`config.mk`:
```
export PLATFORM = sky130hd
export DESIGN_NAME = fifo_unpack
export DESIGN_NICKNAME = d
export VERILOG_FILES = /design/src/rtl/fifo_unpack.sv
export SDC_FILE = /design/constraint.sdc
export NUM_CORES = 1
export LEC_CHECK = 0
export CAP_MARGIN = 10
export CELL_PAD_IN_SITES_DETAIL_PLACEMENT = 1
export CELL_PAD_IN_SITES_GLOBAL_PLACEMENT = 1
export CORE_MARGIN = 3
export CORE_UTILIZATION = 37
export DETAILED_ROUTE_END_ITERATION = 10
export GPL_TIMING_DRIVEN = 0
export PLACE_DENSITY_LB_ADDON = 0.1
export RECOVER_POWER = 50
export SLEW_MARGIN = 20
export SYNTH_ARGS = -nofsm -noshare
export SYNTH_HDL_FRONTEND = slang
export SYNTH_SLANG_ARGS = --single-unit
export TNS_END_PERCENT = 10
```
`constraint.sdc`:
```
create_clock -name clk -period 2.22 [get_ports clk]
set_clock_uncertainty 0.2 [all_clocks]
set_input_delay 0.333 -clock clk [delete_from_list [all_inputs] [get_ports clk]]
set_output_delay 0.333 -clock clk [all_outputs]
set_load 0.01 [all_outputs]
```
`src/rtl/fifo_unpack.sv`:
```
// fifo_unpack: pops wide words from a first-word-fall-through FIFO read port
// and replays each one as P_RATIO narrow beats on a registered valid/ready
// stream, least-significant slice first, with no bubbles between words.
// P_RATIO must be >= 1 and divide P_DATA_WIDTH exactly.
module fifo_unpack #(
   parameter int P_DATA_WIDTH = 32,
   parameter int P_RATIO      = 4
) (
   input  logic                              clk,
   input  logic                              rst,
   output logic                              fifo_read,
   input  logic [P_DATA_WIDTH-1:0]           fifo_data,
   input  logic                              fifo_empty,
   output logic                              out_valid,
   input  logic                              out_ready,
   output logic [P_DATA_WIDTH/P_RATIO-1:0]   out_data,
   output logic                              out_last
);

   localparam int W     = P_DATA_WIDTH / P_RATIO;
   localparam int IDX_W = (P_RATIO > 1) ? $clog2(P_RATIO) : 1;
   localparam logic [IDX_W-1:0] LAST_IDX = IDX_W'(P_RATIO - 1);

   logic [P_DATA_WIDTH-1:0] word_q, word_d;
   logic [IDX_W-1:0]        idx_q, idx_d;
   logic                    vld_q, vld_d;
   logic                    accept;
   logic                    at_end;
   logic                    pop;

   assign accept = vld_q & out_ready;
   assign at_end = (idx_q == LAST_IDX);

   // Refill when the beat register is empty or its final beat leaves this
   // cycle, so the next word's beat 0 follows the last beat without a gap.
   assign pop       = !rst & !fifo_empty & (!vld_q | (accept & at_end));
   assign fifo_read = pop;

   assign out_valid = vld_q;
   assign out_last  = vld_q & at_end;

   // Next-state: a pop overrides beat advance; otherwise step or retire the word.
   always_comb begin
      word_d = word_q;
      idx_d  = idx_q;
      vld_d  = vld_q;
      if (pop) begin
         word_d = fifo_data;
         idx_d  = '0;
         vld_d  = 1'b1;
      end else if (accept && !at_end) begin
         idx_d = idx_q + IDX_W'(1);
      end else if (accept) begin
         vld_d = 1'b0;
         idx_d = '0;
      end
   end

   // State registers with synchronous reset.
   always_ff @(posedge clk) begin
      if (rst) begin
         word_q <= '0;
         idx_q  <= '0;
         vld_q  <= 1'b0;
      end else begin
         word_q <= word_d;
         idx_q  <= idx_d;
         vld_q  <= vld_d;
      end
   end

   // Beat select from the held word only, keeping fifo_data off the output path.
   always_comb begin
      out_data = '0;
      for (int unsigned i = 0; i < P_RATIO; i++) begin
         if (idx_q == IDX_W'(i)) begin
            out_data = word_q[i*W +: W];
         end
      end
   end

endmodule

```
==> flow_summary.rst, run 1 <==
.. list-table::
   :header-rows: 1

   * - Metric
     - Value
   * - Post-synthesis to final-layout area growth
     - 46.9%
   * - Arrival time of the worst setup path
     - around 1.7 ns
   * - Cell area after technology mapping
     - about 1800 um^2
   * - Clock Path Buffers
     - 2
   * - Final setup vio count
     - 8
   * - Most used standard cells in the synthesized netlist
     - nor2b_1 (42), dfxtp_1 (35), mux2_4 (29)
   * - Cell with the biggest individual delay on the critical path
     - dfxtp_4
   * - Number of synthesis warnings
     - 0
   * - Buffer type at the clock tree root
     - clkbuf_8
   * - Transition time at the pin with the least slew margin
     - 0.459 ns
   * - DP HPWL
     - approximately 3500 um
   * - Worst-path cell chain
     - buf_6 > ha_4 > buf_4 > a221oi_2 > o31ai_1 > buf_2
   * - Total die area
     - a little under 6000 um^2
   * - Startpoint of the worst-slack reg-to-reg timing path
     - idx_q[1]$_SDFFE_PP0P_
   * - Cell type with the largest total area after synthesis
     - dfxtp_1
   * - Source-to-sink clock delay at the later pin of the worst-skew pair
     - 0.29 ns
   * - Detail-routed via count per cell
     - roughly 5
   * - Global route total overflow
     - 0
   * - Hold path startpoint
     - idx_q[1]$_SDFFE_PP0P_
   * - Dpl cell area
     - roughly 2400 um^2
   * - Std-Cell Core Area
     - around 4600 um^2
   * - Final wirelength
     - ~5000 um
   * - # Max-Cap Violations
     - 0
   * - Number of top-level pins
     - 47
   * - Sequential-to-total area share from yosys stat
     - 0.382
   * - Antenna violations before repair
     - 0
   * - Initial standard-cell utilization of the core
     - 0.402
   * - Number of instances in the synthesized netlist
     - 165
   * - Fraction of layout instances using a drive strength above 1
     - 0.374
   * - Drc violations
     - 0
   * - Placer's final routability congestion estimate
     - between 0.7 and 0.8
   * - Share of synthesized registers carrying an async set or reset
     - 0
   * - Final design area excluding fillers
     - roughly 2700 um^2
   * - Maximum clock rate
     - between 0.4 and 0.5 GHz
   * - Slew headroom
     - 0.694
   * - Startpoint class of the critical path
     - register
   * - Unique cell type count in the Yosys netlist
     - 22
   * - Clock buffer count from CTS
     - 5
   * - H-tree Lvls
     - 2
   * - Via count
     - 1408
   * - Total nets after synthesis
     - 205
   * - Vias in the first global route
     - 1590
   * - First DRT Iteration DRCs
     - 30
   * - Static power due to leakage
     - roughly 1.2 nW
   * - Number of buffer cells added on primary ports
     - 46
   * - TritonCTS clock tree
     - built
   * - Number of hold-slack violations in the final timing report
     - 0
   * - CTS Sinks
     - 35
   * - Count of nets after finishing
     - roughly 260
   * - Maximum resistive drop on vdd
     - around 350 uV
   * - Tot GR Track Use
     - 0.179
   * - Status
     - finished, violations left
   * - Post-CTS clock slew at the launch and capture registers of the worst setup and hold paths
     - approximately 0.07 ns
   * - Critical path launch point
     - idx_q[0]$_SDFFE_PP0P_
   * - Synth top area share
     - 0.382
   * - Crit Path Class
     - reg -> out
   * - Global-route wire length before repair
     - a little over 8000 um
   * - CP Max Fanout
     - 8
   * - Setup slack of the critical path after layout
     - -0.0367 ns
   * - Antenna viol nets, final
     - 0
   * - Worst setup timing slack at the placement stage
     - -0.736 ns
   * - Utilization after layout
     - 0.590
   * - Min Clock Period, post-route
     - 2.26 ns
   * - Destination of the worst register-to-register timing path
     - word_q[19]$_SDFFE_PP0P_
   * - Die X-Extent
     - between 70 and 80 um
   * - Share of the clock period used by the worst path after layout
     - 1.02
   * - RSZ-0062 raised after global routing
     - true
   * - Slew Viols, Final
     - 0
   * - CP Capture Point
     - out_data[7]
   * - Number of synthesized flops with an enable pin
     - 0
   * - Total chip power
     - around 1.5 mW
   * - Mean area per synthesized cell
     - 11.1 um^2
   * - Num rows
     - 24
   * - Violated checks
     - negative setup slack
   * - Iteration count of the initial detailed-routing pass
     - 4
   * - Biggest cell delay along the critical path
     - about 0.37 ns
   * - Routed length per instance
     - about 17 um
   * - Chip Height
     - 76.4 um
   * - Number of synthesized register bits
     - 35
   * - Sort of element at the end of the critical path
     - primary output
   * - Register-to-Register Setup Slack
     - roughly 0.18 ns
   * - Count of cells along the worst register-to-register path
     - 7
   * - Count leader, synth
     - nor2b_1
   * - Main flop type after synthesis
     - dfxtp_1
   * - Worst min-delay path category
     - reg -> reg
   * - Required @ worst endpoint
     - around 1.7 ns
   * - Final antenna diode count
     - 0
   * - Power per unit of standard cell area
     - 550 nW/um^2
   * - Pin count of the biggest net entering global routing
     - 11
   * - Synth top area cells
     - dfxtp_1 (38%), mux2_4 (24%), nor2b_1 (14%), a221oi_1 (3.8%), buf_12 (3.3%)
## final cells by class
class | instances | area (um^2)
fillers | 479 | 1870
multi-input cells | 115 | 1210
flip-flops and latches | 35 | 708
repair buffers | 50 | 445
plain buffers | 11 | 148
well taps | 65 | 81.3
clock buffers | 7 | 76.3
inverters | 3 | 16.3
clock inverters | 1 | 5.00
## what timing repair did
action	CTS	global route
resized for setup	73	21
pin swaps	9	8
hold buffers	0	0
endpoints found under the setup margin	10	9
buffers inserted	4	0
endpoints found under the hold margin	0	0
cloned	0	0
## metal layers
layer / track usage / wire (um)
met5: 0 / 0
met2: 0.298 / 2510
met3: 0.0733 / 288
met4: 0.0543 / 80
met1: 0.208 / 2080
## placed cells by master, fill, tap and decap left out, drive strengths merged
cell type,synthesis,routed
nor2b,42,42
dfxtp,35,35
clkdlybuf4s50,0,34
mux2,32,32
buf,5,20
clkbuf,7,11
nand2,9,9
o31ai,8,8
a221oi,8,8
ha,4,4
dlygate4sd2,0,3
inv,3,3
or3,2,2
a21oi,2,2
and2b,2,2
a21boi,1,1
and2,1,1
and4b,1,1
nor3,1,1
nor2,1,1
o21ai,1,1
clkinv,0,1
## logic make-up after synthesis
group                      synth area share
muxes                                 0.256
buffers and inverters                0.0614
DFF                                   0.382
adders and majority gates            0.0273
AOI/OAI and AO/OA                    0.0832
and+or+nand+nor                       0.190
## how the worst min path moves through the flow
stage,endpoint,cells past startpoint
3_3_place_gp,idx_q[0]$_SDFFE_PP0P_,2
5_1_grt,idx_q[1]$_SDFFE_PP0P_,2
6_report,idx_q[1]$_SDFFE_PP0P_,2
2_1_floorplan,word_q[10]$_SDFFE_PP0P_,1
4_1_cts,idx_q[1]$_SDFFE_PP0P_,2
3_5_place_dp,idx_q[1]$_SDFFE_PP0P_,2
## sequential cells by signal, summed over array words and instances, names as in the netlist
register / cells
idx_q: 2
out_valid: 1
word_q: 32
## through the flow
step	hold WS [ns]	setup TNS, ns	instances
global placement	0.318	-7.57	276
CTS	0.382	-0.579	287
finish	0.388	-0.156	287
floorplan	0.276	0	165
global route	0.403	-0.857	287
detailed placement	0.380	-7.96	276
## critical path: cells and delay by family, from the launching register on
| family | cells | cell delay, ns |
|---|---|---|
| AO/OA/AOI/OAI | 2 | 0.43 |
| adder cells (fa/ha/maj) | 1 | 0.16 |
| buffers and inverters | 3 | 0.46 |
| flip-flops | 1 | 0.37 |
## report_power, final
part           leakage [nW]  switching [mW]  internal [mW]
clock network        0.0422           0.238          0.220
registers             0.290          0.0355          0.671
logic                 0.837           0.113          0.204
total                  1.17           0.386           1.09
Power figures use the tool's default switching activity.
==> inputs of run 2 (changes only) <==
- CORE_UTILIZATION: 37 -> 28
- TNS_END_PERCENT: 10 -> 50
==> run 2 against run 1 <==
Net effect: the run still ends with negative setup slack left; power is 0.82% lower; via count is 1.5% lower; die area is 29% higher; register-to-register slack worse by 0.11 ns; core utilization is 16 points lower; design area is 1.4% lower; sequential power hardly changed; largest cell class unchanged; global-route usage is 4.2 points lower.
==> flow_summary.rst, run 2 (same netlist as run 1, synthesis figures left out) <==
.. list-table::
   :header-rows: 1

   * - Metric
     - Value
   * - Std-Cell Core Area
     - between 6000 and 7000 um^2
   * - TritonCTS clock tree
     - built
   * - Metal3 WL
     - about 280 um
   * - Startpoint class of the critical path
     - register
   * - Worst min-delay path category
     - reg -> reg
   * - Status
     - finished, violations left
   * - First DRT Iteration DRCs
     - 37
   * - Final design area excluding fillers
     - about 2700 um^2
   * - Most common cell after layout, fill and taps aside
     - nor2b_1
   * - Post-synthesis to final-layout area growth
     - 44.8%
   * - # Max-Cap Violations
     - 0
   * - Power share of the combinational group
     - 0.201
   * - Final setup vio count
     - 5
   * - Buffer type at the clock tree root
     - clkbuf_8
   * - Iteration count of the initial detailed-routing pass
     - 4
   * - Placer's final routability congestion estimate
     - slightly above 0.7
   * - Number of top-level pins
     - between 40 and 50
   * - Number of hold-slack violations in the final timing report
     - 0
   * - Share of the clock period used by the worst path after layout
     - 1.02
   * - Drc violations
     - 0
   * - Clock Path Buffers
     - 2
   * - Dpl cell area
     - 2390 um^2
   * - Min Clock Period, post-route
     - about 2.3 ns
   * - Sort of element at the end of the critical path
     - primary output
   * - Internal power of the cells
     - 1.08 mW
   * - Static power due to leakage
     - between 1 and 1.5 nW
   * - Pin count of the biggest net entering global routing
     - 12
   * - Antenna violations before repair
     - 0
   * - Max FFs per register
     - 32
   * - Total die area
     - about 7600 um^2
   * - Chip Height
     - ~87 um
   * - Setup slack of the critical path after layout
     - -0.0405 ns
   * - RSZ-0062 raised after global routing
     - true
   * - Arrival time of the worst setup path
     - between 1.5 and 2 ns
   * - Tot GR Track Use
     - 0.137
   * - Count of nets after finishing
     - ~260
   * - Switching fraction of total power
     - 0.264
   * - Routed length per instance
     - between 15 and 20 um
   * - H-tree Lvls
     - 2
   * - CTS Sinks
     - 35
   * - Power dissipated by switching net loads
     - approximately 390 uW
   * - Met2 wirelength from detailed routing
     - between 2000 and 2500 um
   * - Slew headroom
     - 0.638
   * - Clock buffer count from CTS
     - 5
   * - Routed metal-1 wirelength
     - 2250 um
   * - Final wirelength
     - about 5000 um
   * - Vias in the first global route
     - between 1500 and 2000
   * - Number of buffer cells added on primary ports
     - 46
   * - Register containing the most flip-flops in the final layout
     - word_q
   * - Count of filler cells inserted in the layout
     - between 600 and 700
   * - Maximum clock rate
     - around 0.44 GHz
   * - Slew Viols, Final
     - 0
   * - Initial standard-cell utilization of the core
     - 0.299
   * - DP HPWL
     - about 3600 um
   * - Power per unit of standard cell area
     - about 550 nW/um^2
   * - Source-to-sink clock delay at the later pin of the worst-skew pair
     - 0.29 ns
   * - Detail-routed via count per cell
     - 4.65
   * - Global route total overflow
     - 0
   * - Final antenna diode count
     - 0
   * - Violated checks
     - negative setup slack
   * - Maximum resistive drop on vdd
     - approximately 230 uV
   * - Cell Count Post-Placement
     - approximately 290
   * - Transition time at the pin with the least slew margin
     - ~0.54 ns
   * - Required @ worst endpoint
     - between 1.5 and 2 ns
   * - Fraction of layout instances using a drive strength above 1
     - 0.327
   * - Post-CTS clock slew at the launch and capture registers of the worst setup and hold paths
     - 0.07 ns
   * - Antenna viol nets, final
     - 0
   * - Highest-count cells in the layout ignoring fill and taps
     - nor2b_1 (41), clkdlybuf4s50_1 (33), dfxtp_1 (33)
   * - Num rows
     - 28
   * - Crit Path Class
     - reg -> out
   * - Final Instance Count excl. Fillers
     - ~300
   * - CP Max Fanout
     - 8
   * - Register share of total power
     - 0.479
   * - Die X-Extent
     - around 87 um
   * - Clock group share of total power
     - 0.320
   * - Global-route wire length before repair
     - about 8000 um
   * - Highest metal layer with signal wires
     - met4
   * - Via count
     - 1387
   * - Hold Buf Count CTS
     - 0
run 2: changes by cell type in the layout (fill, tap and decap cells not counted), sizes merged:
cell           before  now
buf                20   17
clkbuf             11   14
clkdlybuf4s50      34   33
clkinvlp            0    1
dlygate4sd3         0    1
run 2: timing repair:
action                                  in CTS  in global routing
resized for setup                           87                  0
endpoints found under the setup margin      10                  9
pin swaps                                   11                  1
setup buffers                                5                  0
run 2: worst max-delay path: stages (launching register included):
cell and delay (ns):
dfxtp_4 0.38, buf_6 0.12, ha_4 0.15, nor2b_4 0.12, clkbuf_16 0.17, a221oi_2 0.06, o31ai_1 0.25, buf_2 0.19
run 2: final timing paths:
path	to	cells past startpoint	slack [ns]	start
setup / recovery	out_data[0]	7	-0.04	idx_q[0]$_SDFFE_PP0P_
hold / removal	idx_q[1]$_SDFFE_PP0P_	2	0.39	idx_q[1]$_SDFFE_PP0P_
setup reg to reg	word_q[9]$_SDFFE_PP0P_	7	0.07	idx_q[1]$_SDFFE_PP0P_
hold reg to reg	idx_q[1]$_SDFFE_PP0P_	2	0.39	idx_q[1]$_SDFFE_PP0P_
run 2: final cells by class:
type	count	area, um^2	area share
sequential	35	708	0.267
tap	75	93.8	0.0353
timing repair buffer	51	449	0.169
buffer	11	150	0.0565
clock buffer	6	72.6	0.0273
multi-input combinational	115	1150	0.434
inverter	3	16.3	0.00612
clock inverter	2	12.5	0.00471
run 2: stage by stage:
stage | TNS, ns | hold slack, ns | setup WS [ns] | power (mW) | util
global route | -1.96 | 0.430 | -0.123 | 1.54 | 0.433
global placement | -7.91 | 0.322 | -0.683 | 0.991 | 0.390
finish | -0.120 | 0.385 | -0.0405 | 1.47 | 0.433
floorplan | 0 | 0.276 | 0.119 | 0.864 | -
CTS | -0.163 | 0.384 | -0.0397 | 1.49 | 0.438
detailed placement | -8.15 | 0.335 | -0.712 | 0.998 | 0.390
run 2: power groups by stage:
| stage | logic, mW | registers [mW] | clock network (mW) |
|---|---|---|---|
| 3_5_place_dp | 0.286 | 0.712 | 0 |
| 6_report | 0.296 | 0.703 | 0.470 |
| 2_1_floorplan | 0.162 | 0.702 | 0 |
| 4_1_cts | 0.310 | 0.704 | 0.481 |
| 5_1_grt | 0.320 | 0.709 | 0.514 |
| 3_3_place_gp | 0.281 | 0.711 | 0 |
run 2: per-layer routing:
metal	track usage	up-vias
met2	0.226	29
met5	0	-
met4	0.0382	0
met1	0.175	671
li1	-	682
met3	0.0378	5
==> edit 1, RTL diff (settings of run 1) <==
Take the reset off `word_q` and load it in a clocked block of its own.
--- a/src/rtl/fifo_unpack.sv
+++ b/src/rtl/fifo_unpack.sv
@@ -59,14 +59,16 @@
    // State registers with synchronous reset.
    always_ff @(posedge clk) begin
       if (rst) begin
-         word_q <= '0;
          idx_q  <= '0;
          vld_q  <= 1'b0;
       end else begin
-         word_q <= word_d;
          idx_q  <= idx_d;
          vld_q  <= vld_d;
       end
+   end
+
+   always_ff @(posedge clk) begin
+      word_q <= word_d;
    end
 
    // Beat select from the held word only, keeping fifo_data off the output path.
Formal check against the unedited RTL: differs if rst is asserted again (counterexample within 4 cycles, from zero or initial values and one cycle with rst high); with rst held inactive, the same outputs for 10 cycles.
==> edit 1 against run 1 <==
  * Sequential cell count unchanged
  * First-iteration DRC count increased by 57%
  * Total power increased by 7.6%
  * Wire length decreased by 19%
  * Setup slack improved by 0.060 ns
  * Non-clock buffer count decreased by 1
  * Synthesized area decreased by 25%
  * Cell area decreased by 19%
  * Critical path type unchanged
  * Largest cell class is now sequential cells
  * Highest routed layer unchanged
==> edit 1: results (changes against run 1) <==
* Met2 Wirelength at 2.03 mm (-19%)
* PortBufs at 46 (unchanged)
* Dpl hpwl at 2.51 mm (-27%)
* Seq/Total Area, Yosys at 0.745 (+0.363)
* GP Congestion at 0.719 (-8.3%)
* VDD IR-drop max at 0.520 mV (+47%)
* Syn Nets at 127 (-38%)
* Inserted Diodes at 0 (unchanged)
* GRT met1 Usage at 0.217 (+0.00811)
* Synth area leaders: edfxtp_1 70%, dfxtp_1 4.4%, a22oi_1 3.8%
* LEAKAGE at 0.818 nW (-30%)
* GRT Overall Usage at 0.188 (+0.00953)
* Final #Nets at 191 (-27%)
* Post-synth top cells: 32 x edfxtp_1, 8 x a21oi_1, 7 x a22oi_1, 7 x o22ai_1
* GR Layer Usage met2 at 0.318 (+0.0202)
* Biggest register: word_q
* Number of flops mapped to enable cells by yosys at 32 (+32)
* Place WS at -0.549 ns (+0.188 ns)
* Vias in the first global route at 1052 (-34%)
* Slew @ Worst Pin at 0.262 ns (-0.197 ns)
* Comb power at 0.153 mW (-52%)
* Worst path top cell family by delay: flip-flops
* Sw frac at 0.195 (-0.0656)
* Power Clock at 0.682 mW (+49%)
* First-pass GRT wire length at 5.68 mm (-30%)
* Largest net degree at the start of global routing at 15 (+4)
* Cell count after placement at 181 (-34%)
* Met3 routed WL at 232 µm (-19%)
* Share of cells above drive strength 1 at 0.342 (-0.0318)
* Avg Inst Size Synth at 15.8 µm² (+42%)
* Met3 usage at 0.0641 (-0.00921)
* Metal-1 WL at 1.69 mm (-19%)
* Arr. time, crit path at 1.66 ns (-0.06 ns)
* DRT iter0 DRCs at 47 (+57%)
* Crit-path max FO at 7 (-1)
* Vias per cell at 4.95 (+0.89%)
* Avg WL per Cell at 20.3 µm (+17%)
* Switching Power at 0.311 mW (-19%)
* Highest cell delay on the worst timing path at 0.39 ns (+0.02 ns)
* Status: finished clean
* Netlist cell types at 23 (+4.5%)
* Placed cell area at 0.00193 mm² (-19%)
==> edit 1: cell count changes in the layout (fill, tap and decap cells not counted), moves of 6 or more <==
cell             before  now
a22oi_1               0    6
o31ai_2               6    0
edfxtp_1              0   32
dlygate4sd3_1         0   32
nor2b_1              41    1
nand2_1               9    2
dfxtp_1              33    1
mux2_4               29    0
clkdlybuf4s50_1      34    3
==> edit 1: repair_timing <==
action | CTS | global route
cloned | 0 | 0
buffers inserted | 5 | 4
resized for setup | 42 | 21
pin swaps | 5 | 5
endpoints found under the setup margin | 10 | 8
==> edit 1: path summary, 6_finish.rpt <==
path / startpoint / endpoint / slack [ns] / cells after the start
worst max-delay path: idx_q[0] / out_data[2] / 0.02 / 7
worst min-delay path: idx_q[0] / idx_q[0] / 0.40 / 2
worst max register to register: idx_q[0] / word_q[15] / 0.45 / 5
worst min register to register: idx_q[0] / idx_q[0] / 0.40 / 2
==> edit 1: cells by family (layout without fill, tap and decap cells) <==
| logic type | Yosys count | count (layout) | share of synthesized area |
|---|---|---|---|
| DFF | 35 | 35 | 0.745 |
| AOI/OAI and AO/OA | 25 | 25 | 0.116 |
| and+or+nand+nor | 16 | 16 | 0.0684 |
| buffers and inverters | 6 | 71 | 0.0274 |
| adders and majority gates | 4 | 4 | 0.0365 |
| muxes | 1 | 1 | 0.00730 |
==> edit 1: layout make-up <==
class	instances	area, µm²
plain buffers	3	33.8
clock buffers	6	72.6
repair buffers	57	514
multi-input cells	46	410
fillers	350	1250
well taps	46	57.6
flip-flops and latches	35	1030
clock inverters	2	60.1
inverters	3	15.0
==> edit 1: worst min-delay path, cell delays in order (launching register included) <==
cell and delay (ns):
dfxtp_4 0.37, mux2i_1 0.13, nor3_1 0.05
==> edit 2, RTL diff (config.mk and constraints of run 1) <==
Made on the original files. The parameter `P_RATIO` goes from 4 to 8.
--- a/src/rtl/fifo_unpack.sv
+++ b/src/rtl/fifo_unpack.sv
@@ -4,7 +4,7 @@
 // P_RATIO must be >= 1 and divide P_DATA_WIDTH exactly.
 module fifo_unpack #(
    parameter int P_DATA_WIDTH = 32,
-   parameter int P_RATIO      = 4
+   parameter int P_RATIO      = 8
 ) (
    input  logic                              clk,
    input  logic                              rst,
Interface: changed (resized out_data); port bits go from 47 to 43. The function was not compared with the original's and may differ.
==> edit 2 against run 1 <==
  * The flow still finishes with violations (negative setup slack)
  * Setup slack got worse by 0.21 ns
  * First-iteration DRC count rose to 3.2 times the old value
  * Non-clock buffer count up 3
  * Synthesized area fell by 2.3%
  * Sequential cell count increased by 1
  * Wire length is 18% higher
  * Register-to-register slack got worse by 0.11 ns
  * Worst hold slack worse by 0.12 ns
  * Cell area fell by 3.9%
  * Total power is 2.2% lower
  * Combinational power down 22%
  * Critical path type unchanged
  * Critical endpoint is now out_data[3]
  * Highest routed layer unchanged
==> edit 2: results (changes against run 1) <==
* Failing checks: negative setup slack
* LEAKAGE at 0.950 nW (-19%)
* Reg2Reg Setup Slack at 0.07 ns (-0.11 ns)
* Place WS at -0.678 ns (+0.0585 ns)
* Avg WL per Cell at 17.4 µm (+0.48%)
* Crit-path max FO at 5 (-3)
* Arr. time, crit path at 1.93 ns (+0.21 ns)
* GRT Overall Usage at 0.215 (+0.0362)
* GR Layer Usage met2 at 0.366 (+0.0684)
* Seq/Total Area, Yosys at 0.402 (+0.0202)
* Num CTS Buffers at 5 (unchanged)
* GRT met1 Usage at 0.265 (+0.0563)
* Netlist cell types at 30 (+36%)
* Final setup margin at -0.244 ns (-0.207 ns)
* R2r startpoint: idx_q[0]
* Vias in the first global route at 1879 (+18%)
* PortBufs at 41 (-11%)
* Met3 usage at 0.0369 (-0.0363)
* Fin Setup TNS at -1.05 ns (-0.893 ns)
* Dpl hpwl at 3.76 mm (+8.8%)
* RR Endpoint: word_q[27]
* Root Driver: clkbuf_8
* Fill cells at 539 (+13%)
* DRT iter0 DRCs at 97 (+220%)
* Worst skew pair latency at 0.29 ns (about the same)
* Max transition margin at 0.731 (+0.0369)
* Share of cells above drive strength 1 at 0.218 (-0.156)
* Worst hold start: word_q[13]
* Largest buffer count on any clock path at 2 (unchanged)
* R2R depth at 10 (+3)
* First-pass GRT wire length at 9.16 mm (+12%)
* Routed vias at 1787 (+27%)
* Status: complete, but fails checks
* Switching Power at 0.407 mW (+5.4%)
* VDD IR-drop max at 0.294 mV (-17%)
* Final #Nets at 325 (+25%)
* CTS clock-pin slew for the worst setup and hold paths at ~0.080 ns
* Initial antenna violation count at 0 (unchanged)
* GP Congestion at 0.757 (-3.4%)
* Post-synth top cells: 44 x nand2_1, 36 x dfxtp_1, 23 x a21oi_1
* Worst hold endpoint: word_q[13]
* Largest net degree at the start of global routing at 14 (+3)
* Syn Nets at 272 (+33%)
* Synth area leaders: dfxtp_1 40%, nand2_1 9.2%, nand2b_1 7.3%
* Hold WS at 0.271 ns (-0.117 ns)
* Setup violations, final at 5 (-3)
* YS warnings at 0 (unchanged)
* Placed cell area at 0.00228 mm² (-3.9%)
[edit 2: how the worst max path moves through the flow]
stage / from / end / slack, ns / cells past startpoint
after global placement: idx_q[2] / out_data[3] / -0.69 / 8
after detailed placement: idx_q[2] / out_data[3] / -0.68 / 8
after floorplan: idx_q[2] / out_data[0] / 0.1 / 7
final: idx_q[0] / out_data[3] / -0.24 / 7
after global routing: idx_q[0] / out_data[2] / -0.29 / 7
after CTS: idx_q[0] / out_data[3] / -0.21 / 7
[edit 2: cell type report]
type,instances,share of cell area
Tap cell,52,0.0251
Clock buffer,5,0.0266
Buffer,16,0.0527
Clock inverter,3,0.00918
Sequential cell,36,0.282
Multi-Input combinational cell,162,0.411
Inverter,14,0.0251
Timing Repair Buffer,48,0.169
[edit 2: power by group through the flow]
stage / clock, mW / sequential [mW] / combinational [mW]
floorplan: 0 / 0.719 / 0.115
detailed placement: 0 / 0.728 / 0.226
CTS: 0.487 / 0.713 / 0.242
global placement: 0 / 0.727 / 0.221
global route: 0.512 / 0.719 / 0.270
finish: 0.487 / 0.714 / 0.247
[edit 2: worst max-delay path, cell delays in order (launching register included)]
cell	delay, ns
dfxtp_4	0.38
ha_4	0.18
ha_4	0.18
or2_4	0.26
a221oi_2	0.22
o22ai_1	0.13
a21oi_2	0.14
buf_2	0.14
[edit 2: kinds of logic after synthesis]
family          synth area share
fa+ha+maj                 0.0419
simple gates               0.229
flops                      0.402
compound gates             0.236
buf+inv                   0.0908
[edit 2: repair_timing]
| item | 4_1_cts | 5_1_grt |
|---|---|---|
| buffers inserted | 7 | 0 |
| endpoints found under the setup margin | 6 | 6 |
| pin swaps | 11 | 3 |
| resized for setup | 64 | 3 |
[edit 2: metrics by stage]
stage / cells / utilization
2_1_floorplan: 230 / -
3_3_place_gp: 323 / 0.507
3_5_place_dp: 323 / 0.507
4_1_cts: 336 / 0.570
5_1_grt: 336 / 0.575
6_report: 336 / 0.575
[edit 2: layer usage]
layer,routed length [µm],vias to the layer above
met5,0,-
met3,274,15
met1,2630,827
met2,2780,56
li1,-,889
met4,157,0
